==> config.mk <==
export PLATFORM = sky130hd
export DESIGN_NAME = synch_write_fifo
export DESIGN_NICKNAME = d
export VERILOG_FILES = /design/src/rtl/synch_write_fifo.sv
export SDC_FILE = /design/constraint.sdc
export NUM_CORES = 1
export LEC_CHECK = 0
export ABC_AREA = 1
export BUFFER_PORTS_ARGS = -buffer_cell sky130_fd_sc_hd__clkbuf_2
export CAP_MARGIN = 20
export CORE_MARGIN = 3
export CORE_UTILIZATION = 43
export DETAILED_ROUTE_END_ITERATION = 16
export SYNTH_ARGS = -nofsm -noshare
export SYNTH_HDL_FRONTEND = slang
export SYNTH_SLANG_ARGS = --single-unit
export TNS_END_PERCENT = 5
==> constraint.sdc <==
create_clock -name clock -period 2.2 [get_ports clock]
set_clock_uncertainty 0.05 [all_clocks]
set_input_delay 0.11 -clock clock [delete_from_list [all_inputs] [get_ports clock]]
set_output_delay 0.11 -clock clock [all_outputs]
set_load 0.01 [all_outputs]
==> src/rtl/synch_write_fifo.sv <==
// synch_write_fifo: edge-detected write FIFO with registered read data, occupancy count and sticky error flags
module synch_write_fifo #(
  parameter int word_size = 8,
  parameter int ptr_size  = 3,
  parameter int depth     = 8
) (
  input  logic                 clock,
  input  logic                 reset,
  input  logic                 write_synch,
  input  logic [word_size-1:0] data_in,
  input  logic                 read_from_FIFO,
  output logic [word_size-1:0] data_out,
  output logic                 data_valid,
  output logic                 fifo_full,
  output logic                 fifo_empty,
  output logic [ptr_size:0]    count,
  output logic                 overflow,
  output logic                 underflow
);
  localparam logic [ptr_size:0]   full_c  = (ptr_size+1)'(depth);
  localparam logic [ptr_size:0]   one_c   = 1;
  localparam logic [ptr_size-1:0] ptr_one = 1;
  logic [word_size-1:0] mem [2**ptr_size];
  logic                 write_synch_q;
  logic [ptr_size-1:0]  wr_ptr_q, wr_ptr_d, rd_ptr_q, rd_ptr_d;
  logic [ptr_size:0]    count_q, count_d;
  logic [word_size-1:0] data_out_q, data_out_d;
  logic                 data_valid_q, overflow_q, overflow_d, underflow_q, underflow_d;
  logic                 write_req, rd_acc, wr_acc;
  assign fifo_full  = count_q == full_c;
  assign fifo_empty = count_q == '0;
  assign write_req  = write_synch & ~write_synch_q;
  assign rd_acc     = read_from_FIFO & ~fifo_empty;
  // a full FIFO can still take a write when a read frees a slot in the same cycle
  assign wr_acc     = write_req & (~fifo_full | rd_acc);
  always_comb begin
    wr_ptr_d    = wr_acc ? wr_ptr_q + ptr_one : wr_ptr_q;
    rd_ptr_d    = rd_acc ? rd_ptr_q + ptr_one : rd_ptr_q;
    count_d     = (wr_acc & ~rd_acc) ? count_q + one_c :
                  (rd_acc & ~wr_acc) ? count_q - one_c : count_q;
    data_out_d  = rd_acc ? mem[rd_ptr_q] : data_out_q;
    overflow_d  = overflow_q | (write_req & ~wr_acc);
    underflow_d = underflow_q | (read_from_FIFO & fifo_empty);
  end
  // the edge detector keeps tracking through reset so a held level never writes
  always_ff @(posedge clock) write_synch_q <= write_synch;
  always_ff @(posedge clock) if (wr_acc && !reset) mem[wr_ptr_q] <= data_in;
  always_ff @(posedge clock) begin
    if (reset) begin
      wr_ptr_q     <= '0;
      rd_ptr_q     <= '0;
      count_q      <= '0;
      data_out_q   <= '0;
      data_valid_q <= 1'b0;
      overflow_q   <= 1'b0;
      underflow_q  <= 1'b0;
    end else begin
      wr_ptr_q     <= wr_ptr_d;
      rd_ptr_q     <= rd_ptr_d;
      count_q      <= count_d;
      data_out_q   <= data_out_d;
      data_valid_q <= rd_acc;
      overflow_q   <= overflow_d;
      underflow_q  <= underflow_d;
    end
  end
  assign count      = count_q;
  assign data_out   = data_out_q;
  assign data_valid = data_valid_q;
  assign overflow   = overflow_q;
  assign underflow  = underflow_q;
endmodule
# After elaboration in Yosys (flattened, before gate mapping)
# Memories as Yosys holds them, arrays and structs flattened. A register that Yosys moved wholly into a read port is not among the register bits.
# Index checks and enable logic that the tools add are counted.
word_totals:
  ff_bits: 14
  ram_bits: 64
  input_bits: 12
  out_inout_bits: 17
  wordCells: 36
  memories: 1
op_classes:
  addsub: 4
  eq_ne: 1
  muxes: 4
  bitwise_logic: 15
  reduce_logical: 4
memory_table:
  columns: ["memory", "words", "width", "rd", "rd_clocked_by_memory_dff", "wr", "line_no", "text"]
  rows:
  - ["mem", 8, 8, 1, 1, 1, "23", "logic [word_size-1:0] mem [2**ptr_size];"]
ops:
  columns: ["operator", "count"]
  rows:
  - ["4-bit 2-to-1 mux", 2]
  - ["1-bit AND", 7]
  - ["3-bit by 1-bit adder with 3-bit output (second input constant)", 2]
  - ["1-bit NOT", 5]
  - ["4-bit by 1-bit adder with 4-bit output (second input constant)", 1]
  - ["4-bit equality test (second input constant)", 1]
  - ["4-bit zero test", 1]
  - ["4-bit by 1-bit subtractor with 4-bit output (second input constant)", 1]
  - ["1-bit OR", 3]
  - ["1-bit 2-to-1 mux", 2]
  - ["2-bit nonzero test", 1]
  - ["1-bit logical AND", 1]
  - ["1-bit zero test", 1]

# Depth between registers and ports, before layout
# Gate-level depths: netlist of the first run.
depth:
  ltp_word: 9
  mapped_depth: 16
  depth_no_buf: 16

# Least setup slack after synthesis of the first run
# No wires, ideal clock.
synth_path:
  path_kind: "reg-to-reg"
  startpoint: "reg count_q[0] (netlist: count[0])"
  endpoint: "reg count_q[3] (netlist: count[3])"
  setup_time_ps: 70
  t_arrival_ps: 2090
  required_time_ps: 2080
  path_slack_ps: -10
  path_stages_with_launch: 16
  path_buffers: 0
  synth_period_minus_slack_ps: 2210
  path_cell_list: "dfxtp_1 -> nor2_2 -> nand2_2 -> nor2_4 -> nand2_4 -> nand2_4 -> inv_2 -> ha_1 -> inv_1 -> ha_1 -> or2_2 -> nand2_1 -> nand3_1 -> nand2_1 -> nand2_1 -> a21oi_1"
synth_between:
  elab_cells_between_ends: 16
  cone_classes: "2 x add/sub; 1 x eq/ne; 2 x mux; 9 x bitwise; 2 x reduce/logical"
synth_rtl:
  columns: ["element", "line_no", "text"]
  rows:
  - ["start: declaration", "26", "logic [ptr_size:0] count_q, count_d;"]
  - ["start signal: assignment", "60", "count_q <= count_d;"]
  - ["4-bit equality test (*)", "30", "assign fifo_full = count_q == full_c;"]
  - ["named net fifo_full", "14", "output logic fifo_full,"]
  - ["1-bit NOT (*)", "35", "assign wr_acc = write_req & (~fifo_full | rd_acc);"]
  - ["1-bit OR (*)", "35", null]
  - ["1-bit AND (*)", "35", null]
  - ["1-bit NOT", "40", "(rd_acc & ~wr_acc) ? count_q - one_c : count_q;"]
  - ["1-bit AND", "40", null]
  - ["2-bit nonzero test (no source line)", null, null]
# The timed path passes the listed nets; every way through them passes the cells marked *. The select of a mux whose other input is x is not followed.
# A chain may end at the register's enable or synchronous reset.

# Worst setup path after layout of the first run
layout_path:
  startpoint: "reg count_q[0] (netlist: count[0])"
  endpoint: "reg count_q[3] (netlist: count[3])"
layout_between:
  elab_chain_len: 8
  elab_cells_between_ends: 16
  cone_classes: "2 x add/sub; 1 x eq/ne; 2 x mux; 9 x bitwise; 2 x reduce/logical"
layout_lines:
  columns: ["element", "line_no", "text"]
  rows:
  - ["4-bit zero test", "31", "assign fifo_empty = count_q == '0;"]
  - ["1-bit NOT", "33", "assign rd_acc = read_from_FIFO & ~fifo_empty;"]
  - ["1-bit AND", "33", null]
  - ["1-bit OR", "35", null]
  - ["1-bit AND", "35", null]
  - ["1-bit NOT", "40", null]
  - ["1-bit AND", "40", null]
  - ["2-bit nonzero test (no source line)", null, null]
# Parallel ways exist; a longest one is shown, timed or not. The select of a mux whose other input is x is not followed.

==> metrics list, run 1 <==
- Remaining global-route overflow: 0
- Most used cells in the layout excluding fill and tap cells: 95 x sky130_fd_sc_hd__nand2_1, 64 x sky130_fd_sc_hd__edfxtp_1, 56 x sky130_fd_sc_hd__inv_1
- Number of standard-cell rows in the floorplan: 33
- Dpl hpwl: 5.02 mm
- For this run, asynchronously set or reset flops after synthesis account for 0.
* Seq cells post-synth: 86
* Worst Max-Slew Pin Slew: 978 ps
- Critical register-to-register path endpoint: count[3]
- Once detail routing completed, the nets flagged for antenna violations numbered 0.
* Residual DRC count: 0
* Count of max-cap constraint violations: 0
- Traced cell by cell, the critical path runs through nor2_4, nand2_2, nor2_4, nand2_4, nand2_4, inv_2, ha_2, inv_2, ha_4, or2_2, nand2_1, nand3_1, nand2_1, nand2_1, a21oi_2.
- Data on the critical path is required at its endpoint by 2440 ps.
- The cell that appears most often on the critical path is sky130_fd_sc_hd__nand2_1.
- Vias in the first global route: 2531
- Clock buffer depth: 2
- The number of antenna violations at the first check in global routing came to 0.
* Commonest non-fill, non-tap cell in the layout: sky130_fd_sc_hd__nand2_1
- Slowest stage cell, crit path: sky130_fd_sc_hd__dfxtp_2
- Of the cells placed in the final design, the portion with a size suffix greater than 1 is 0.230.
- The final max-slew violation count came to 0.
- The largest single stage delay on the critical path is 340 ps.
- The first detailed-routing pass ran for 4 iterations.
* Global-route wire length before repair: 13.1 mm
- Worst hold path class: primary input to flip-flop
- Reg clk slew, reported paths: 80 ps
- The netlist uses 30 different library cells.
* Number of cells on the worst hold path: 1
- After synthesis the cells add up to 3840 µm².
- The clock period could shrink to 2050 ps.
- TritonCTS Buffers: 9
- In this run, the number of DRC markers left after iteration 0 of detailed routing was 124.
- Core area: 8420 µm²
- From synthesis to final layout, the design area changed by 14.4%.
- In this run the register-to-register setup slack is 150 ps.
- The die covers 10100 µm².
* Fin Setup TNS: 0 ps
- Largest fanout on the critical path: 3
- Routability-driven placement finished with a final weighted congestion of 0.779.
- The worst setup path is of the flip-flop to flip-flop kind.
* Root buf cell: sky130_fd_sc_hd__clkbuf_8
- In the final routed layout, each cell accounts on average for 14.9 µm.
- In this design, the largest share of critical-path delay is due to simple AND/OR/NAND/NOR gates.
- STA puts the critical path data arrival time at 2290 ps.
- Category of the worst setup path launch point: flip-flop
- Setup violations remaining at the end of the flow were counted as 0.
* Number of nets in the layout: 448
* Synthesized net count: 400
- Number of buffer cells added on primary ports: 28
- Slew Limit Headroom: 0.345
* Overall power: 4.39 mW
- In this run the static leakage power is 1.91 nW.
- Fraction of the yosys area taken by sequential cells: 0.616
- The startpoint identified for the worst register-to-register timing path is count[0].
- Dividing the synthesized area by the synthesized cell count gives 10.0 µm².
- The most used flip-flop cell after synthesis is sky130_fd_sc_hd__edfxtp_1.
- VDD sags by at most 0.496 mV.
* Synth warnings: 0
- The run finished with clean final reports.
- The final route contains 2578 vias.
- The path with the worst hold slack has its endpoint at mem[4][2].
- Static timing analysis puts the maximum clock frequency at 487 MHz.
* Via density per instance: 4.77
- Endpoints failing hold: 0
- Pin count of the biggest net entering global routing: 35
* GRT Resource Usage Total: 0.173
* Critical Path Sink Type: flip-flop
* Fraction of the cycle the final worst path needs: 0.933
* H-tree lvl count: 3
* TritonCTS clock tree: built
- In this run the most critical hold path is launched from data_in[2].
- Horizontal die dimension: 100 µm
- The tree built by TritonCTS fans out to 86 sinks.
- Worst reg-to-reg path cell count: 15
* Initial Util: 0.456
* Top-Level Pins: 29
- Number of inserted diodes: 0
* Detailed-route wire length: 8.04 mm
- Counting both buffers and inverters, the worst setup path holds a total of 2.
* Clock latency at the later pin of the worst-skew pair: 340 ps
- Synthesis produced a netlist whose cell count is 382.
- After filler insertion, the fill cell instance count of the layout stands at 798.
* Die height: 100 µm
- Power spread over the standard cell area amounts to 1000 nW/µm².
- Counting flops with a built-in enable in the synthesized netlist gives 64.
==> sequential cells by signal (all words and copies together) (netlist names) <==
register       count
mem               64
data_out           8
count              4
rd_ptr_q           3
wr_ptr_q           3
data_valid         1
overflow           1
underflow          1
write_synch_q      1
==> timing repair <==
action | 4_1_cts | 5_1_grt
endpoints found under the hold margin | 41 | 0
setup buffers | 0 | 2
setup endpoints to repair | 0 | 2
resized for setup | 0 | 7
hold buffers | 6 | 0
==> logic make-up (layout without fill, tap and decap cells) <==
family	after synthesis	count (layout)	synth area share
xor gates and xnor gates	3	3	0.00685
AOI/OAI and AO/OA	21	21	0.0352
DFF	86	86	0.616
and+or+nand+nor	188	188	0.225
buffers and inverters	78	131	0.0959
adders and majority gates	6	6	0.0215
==> where the power goes <==
part	switching, mW	leakage, nW	internal, mW	total [mW]
registers	0.113	0.758	1.86	1.97
logic	0.828	1.05	0.496	1.32
clock network	0.540	0.0964	0.554	1.09
==> worst register-to-register path, stage by stage (launching register included) <==
cell and delay [ps]:
sky130_fd_sc_hd__dfxtp_2 340, sky130_fd_sc_hd__nor2_4 130, sky130_fd_sc_hd__nand2_2 70, sky130_fd_sc_hd__nor2_4 110, sky130_fd_sc_hd__nand2_4 80, sky130_fd_sc_hd__nand2_4 70
sky130_fd_sc_hd__inv_2 50, sky130_fd_sc_hd__ha_2 180, sky130_fd_sc_hd__inv_2 70, sky130_fd_sc_hd__ha_4 200, sky130_fd_sc_hd__or2_2 300, sky130_fd_sc_hd__nand2_1 70
sky130_fd_sc_hd__nand3_1 60, sky130_fd_sc_hd__nand2_1 70, sky130_fd_sc_hd__nand2_1 60, sky130_fd_sc_hd__a21oi_2 100
==> how the worst max path moves through the flow <==
| stage | start | end | slack (ps) | depth (start not counted) |
|---|---|---|---|---|
| 2_1_floorplan | count[1] | count[3] | 20 | 15 |
| 3_3_place_gp | count[1] | count[3] | 70 | 15 |
| 3_5_place_dp | count[1] | count[3] | 30 | 15 |
| 4_1_cts | count[1] | count[3] | 9 | 15 |
| 5_1_grt | count[0] | count[3] | -7 | 17 |
| 6_report | count[0] | count[3] | 150 | 15 |
==> synth_stat cells, types with 2 or more instances <==
cell type,number,area share
sky130_fd_sc_hd__nand2_1,95,0.093
sky130_fd_sc_hd__edfxtp_1,64,0.50
sky130_fd_sc_hd__inv_1,58,0.057
sky130_fd_sc_hd__nand3_1,54,0.070
sky130_fd_sc_hd__dfxtp_1,22,0.11
sky130_fd_sc_hd__nor2_1,17,0.017
sky130_fd_sc_hd__a21oi_2,7,0.016
sky130_fd_sc_hd__nand2_2,7,0.011
sky130_fd_sc_hd__a21oi_1,6,0.0078
sky130_fd_sc_hd__buf_2,6,0.0078
sky130_fd_sc_hd__buf_6,6,0.018
sky130_fd_sc_hd__ha_1,5,0.016
sky130_fd_sc_hd__nor2_2,5,0.0082
sky130_fd_sc_hd__o21ai_0,5,0.0065
sky130_fd_sc_hd__inv_2,4,0.0039
sky130_fd_sc_hd__nand2_4,3,0.0088
sky130_fd_sc_hd__xor2_1,3,0.0068
sky130_fd_sc_hd__nand3_2,2,0.0052
sky130_fd_sc_hd__nor2_4,2,0.0059
==> metal layers <==
metal,vias to the layer above,GRT usage,wire [µm]
met3,4,0.0381,442
met2,62,0.283,3950
met1,1186,0.233,3610
li1,1326,-,-
met4,0,0.0518,38
met5,-,0,0
==> through the flow <==
stage / hold slack [ps] / area [µm²] / setup slack, ps / cells / utilization
2_1_floorplan: 87.7 / 3840 / 17.0 / 382 / -
3_3_place_gp: 182 / 4100 / 73.4 / 516 / 0.487
3_5_place_dp: 190 / 4100 / 33.1 / 516 / 0.487
4_1_cts: 6.72 / 4350 / 8.80 / 538 / 0.517
5_1_grt: 22.2 / 4390 / -7.43 / 540 / 0.521
6_report: 8.83 / 4390 / 148 / 540 / 0.521
==> area by class of cell <==
class,count,area (µm²),area share
tap,105,131,0.0299
sequential,86,2370,0.539
multi-input combinational,218,1130,0.258
timing repair buffer,51,328,0.0746
clock inverter,4,47.5,0.0108
clock buffer,12,145,0.0330
inverter,64,243,0.0553
Power figures use the tool's default switching activity.
==> run 2: changes to the inputs <==
--- a/config.mk
+++ b/config.mk
@@ -11,6 +11,7 @@
 export CORE_MARGIN = 3
 export CORE_UTILIZATION = 43
 export DETAILED_ROUTE_END_ITERATION = 16
+export REMOVE_ABC_BUFFERS = 1
 export SYNTH_ARGS = -nofsm -noshare
 export SYNTH_HDL_FRONTEND = slang
 export SYNTH_SLANG_ARGS = --single-unit
==> run 2 against run 1 <==
First-iteration DRC count is 6.5% lower. Critical path depth is 2 higher. Via count hardly changed. Core utilization is 0.97 points higher. Global-route usage is 0.73 points lower. Combinational power hardly changed. Critical path type unchanged. Highest routed layer unchanged.
==> metrics list, run 2 (synthesized netlist as in run 1, its figures left out) <==
- Pin count of the biggest net entering global routing: 35
- Residual DRC count: 0
* Clk network pwr share: 0.263
- Fmax: 490 MHz
- Number of inserted diodes: 0
- Antenna violations before repair: 0
- Antenna-violating nets left: 0
- The detailed router placed 2580 vias in this run.
- Summed over all cells, the static leakage comes to 1.94 nW.
- CTS placed an instance of sky130_fd_sc_hd__clkbuf_8 at the clock tree root.
- Global-route wire length before repair: 12.5 mm
- STA puts the critical path data arrival time at 2280 ps.
* Category of the worst setup path launch point: flip-flop
- VDD sags by at most 0.402 mV.
- For this design, the sink count on the clock tree is 86.
- Number of buffer cells added on primary ports: 28
- After detailed routing, the number of vias per cell comes to 4.73.
* Post-placement setup slack: 22.4 ps
- Slew Limit Headroom: 0.745
- Setup violations remaining at the end of the flow were counted as 0.
- STA classifies the critical path endpoint as a flip-flop.
- TritonCTS built the clock tree.
- In the final routed layout, each cell accounts on average for 14.2 µm.
- Clock buffer depth: 2
- Clock tree synthesis inserted a total of 9 buffers.
- The floorplan step set the die height to 100 µm.
* Area after detailed placement: 4120 µm²
- Clock-pin slew was measured on the worst setup and hold paths at 90 ps.
* Endpoints failing hold: 0
* Horizontal die dimension: 100 µm
* Largest register by flop count: mem
* Remaining global-route overflow: 0
- The critical path in this run is classified as flip-flop to flip-flop.
- The clock reaches the later pin of the worst-skew pair after 350 ps.
- Of the total power, the share spent switching nets is 0.331.
- At the end of routability-driven placement, the weighted congestion stood at 0.827.
* Vias in the first global route: 2459
- Cell internal power was estimated by the tool at 2.99 mW.
* Initial detailed-routing violation count: 116
- Worst hold path class: primary input to flip-flop
- Relative to the synthesized area, the layout overhead comes to 16.6%.
- Summing all non-filler instances in the final layout gives an area of 4470 µm².
* Logic pwr share: 0.299
- Largest register FFs: 64
- Net switching power of the design: 1.48 mW
- Clock period minus worst slack: 2040 ps
- Count of max-cap constraint violations: 0
- Floorplan die area: 10100 µm²
* Core area: 8420 µm²
* Top-Level Pins: 29
* Initial Util: 0.456
- For the pin with the worst max-slew slack, the measured transition is 381 ps.
* Number of standard-cell rows in the floorplan: 33
- The run finished with clean final reports.
- The first detailed-routing pass took 4 iterations.
- For this run, the total global-route usage over all layers was measured as 0.166.
- For this design the ratio of total power to cell area is 1000 nW/µm².
- In the final layout, the share of cells above drive strength 1 is 0.234.
* Number of nets in the layout: 454
- For the worst setup path, the data required time is 2440 ps.
* Share of power burned in registers: 0.438
* Fraction of the cycle the final worst path needs: 0.928
- Leaving out fill and tap cells, the most frequent cell in the layout is sky130_fd_sc_hd__nand2_1.
- Detailed-route wire length: 7.76 mm
* Largest fanout on the critical path: 4
* Pins Over Slew Limit: 0
- In the layout the commonest cells are 95 x sky130_fd_sc_hd__nand2_1, 64 x sky130_fd_sc_hd__edfxtp_1, 56 x sky130_fd_sc_hd__inv_1.
* Final worst setup slack: 159 ps
* Dpl hpwl: 4.84 mm
* H-tree lvl count: 3
run 2: worst paths after layout:
check | from | to | slack, ps | cells past startpoint
hold reg to reg | data_out[7] | data_out[7] | 420 | 2
hold / removal | reset | data_out[5] | 130 | 3
setup / recovery | count[1] | count[3] | 160 | 17
setup reg to reg | count[1] | count[3] | 160 | 17
run 2: final cells by class:
type                       instances  area (µm²)
clock buffer                      12         166
clock inverter                     4        53.8
fill                             787        3950
inverter                          64         243
multi-input combinational        218        1130
sequential                        86        2360
tap                              105         131
timing repair buffer              57         380
run 2: critical path, cell delays in order (launching register included):
cell,delay [ps]
sky130_fd_sc_hd__dfxtp_2,340
sky130_fd_sc_hd__nor2_4,130
sky130_fd_sc_hd__nand2_2,70
sky130_fd_sc_hd__nor2_4,150
sky130_fd_sc_hd__nand2_4,70
sky130_fd_sc_hd__nand2_4,70
sky130_fd_sc_hd__inv_2,50
sky130_fd_sc_hd__ha_2,170
sky130_fd_sc_hd__inv_2,70
sky130_fd_sc_hd__buf_4,120
sky130_fd_sc_hd__ha_1,210
sky130_fd_sc_hd__nand2_1,70
sky130_fd_sc_hd__nand2_1,60
sky130_fd_sc_hd__nand2_1,60
sky130_fd_sc_hd__nand3_1,60
sky130_fd_sc_hd__nand2_1,70
sky130_fd_sc_hd__nand2_1,60
sky130_fd_sc_hd__a21oi_2,100
run 2: per-layer routing:
metal	vias to the layer above	GRT usage	share of wire
met5	-	0	0
met4	0	0.0549	0.011
met3	9	0.0415	0.059
met2	57	0.261	0.48
met1	1180	0.226	0.45
li1	1334	-	-
run 2: power by group through the flow:
stage          clock network [mW]  logic [mW]  registers [mW]
4_1_cts                      1.21        1.30            1.95
6_report                     1.18        1.34            1.96
3_3_place_gp                    0        1.26            1.98
3_5_place_dp                    0        1.29            1.98
5_1_grt                      1.29        1.51            1.98
2_1_floorplan                   0       0.752            2.07
run 2: per-stage QoR:
stage | hold WS [ps] | power (mW) | util | setup TNS [ps] | cells
after floorplan | 87.7 | 2.83 | - | -9.57 | 368
after global placement | 180 | 3.24 | 0.489 | 0 | 519
after detailed placement | 180 | 3.27 | 0.489 | 0 | 519
after CTS | 123 | 4.46 | 0.526 | 0 | 544
after global routing | 136 | 4.78 | 0.531 | -8.74 | 546
final | 131 | 4.47 | 0.531 | 0 | 546
run 2: timing repair:
item / CTS / global route
gates resized for setup: 0 / 9
setup endpoints to repair: 0 / 1
hold endpoints to repair: 55 / 0
setup buffers: 0 / 2
hold buffers: 9 / 0
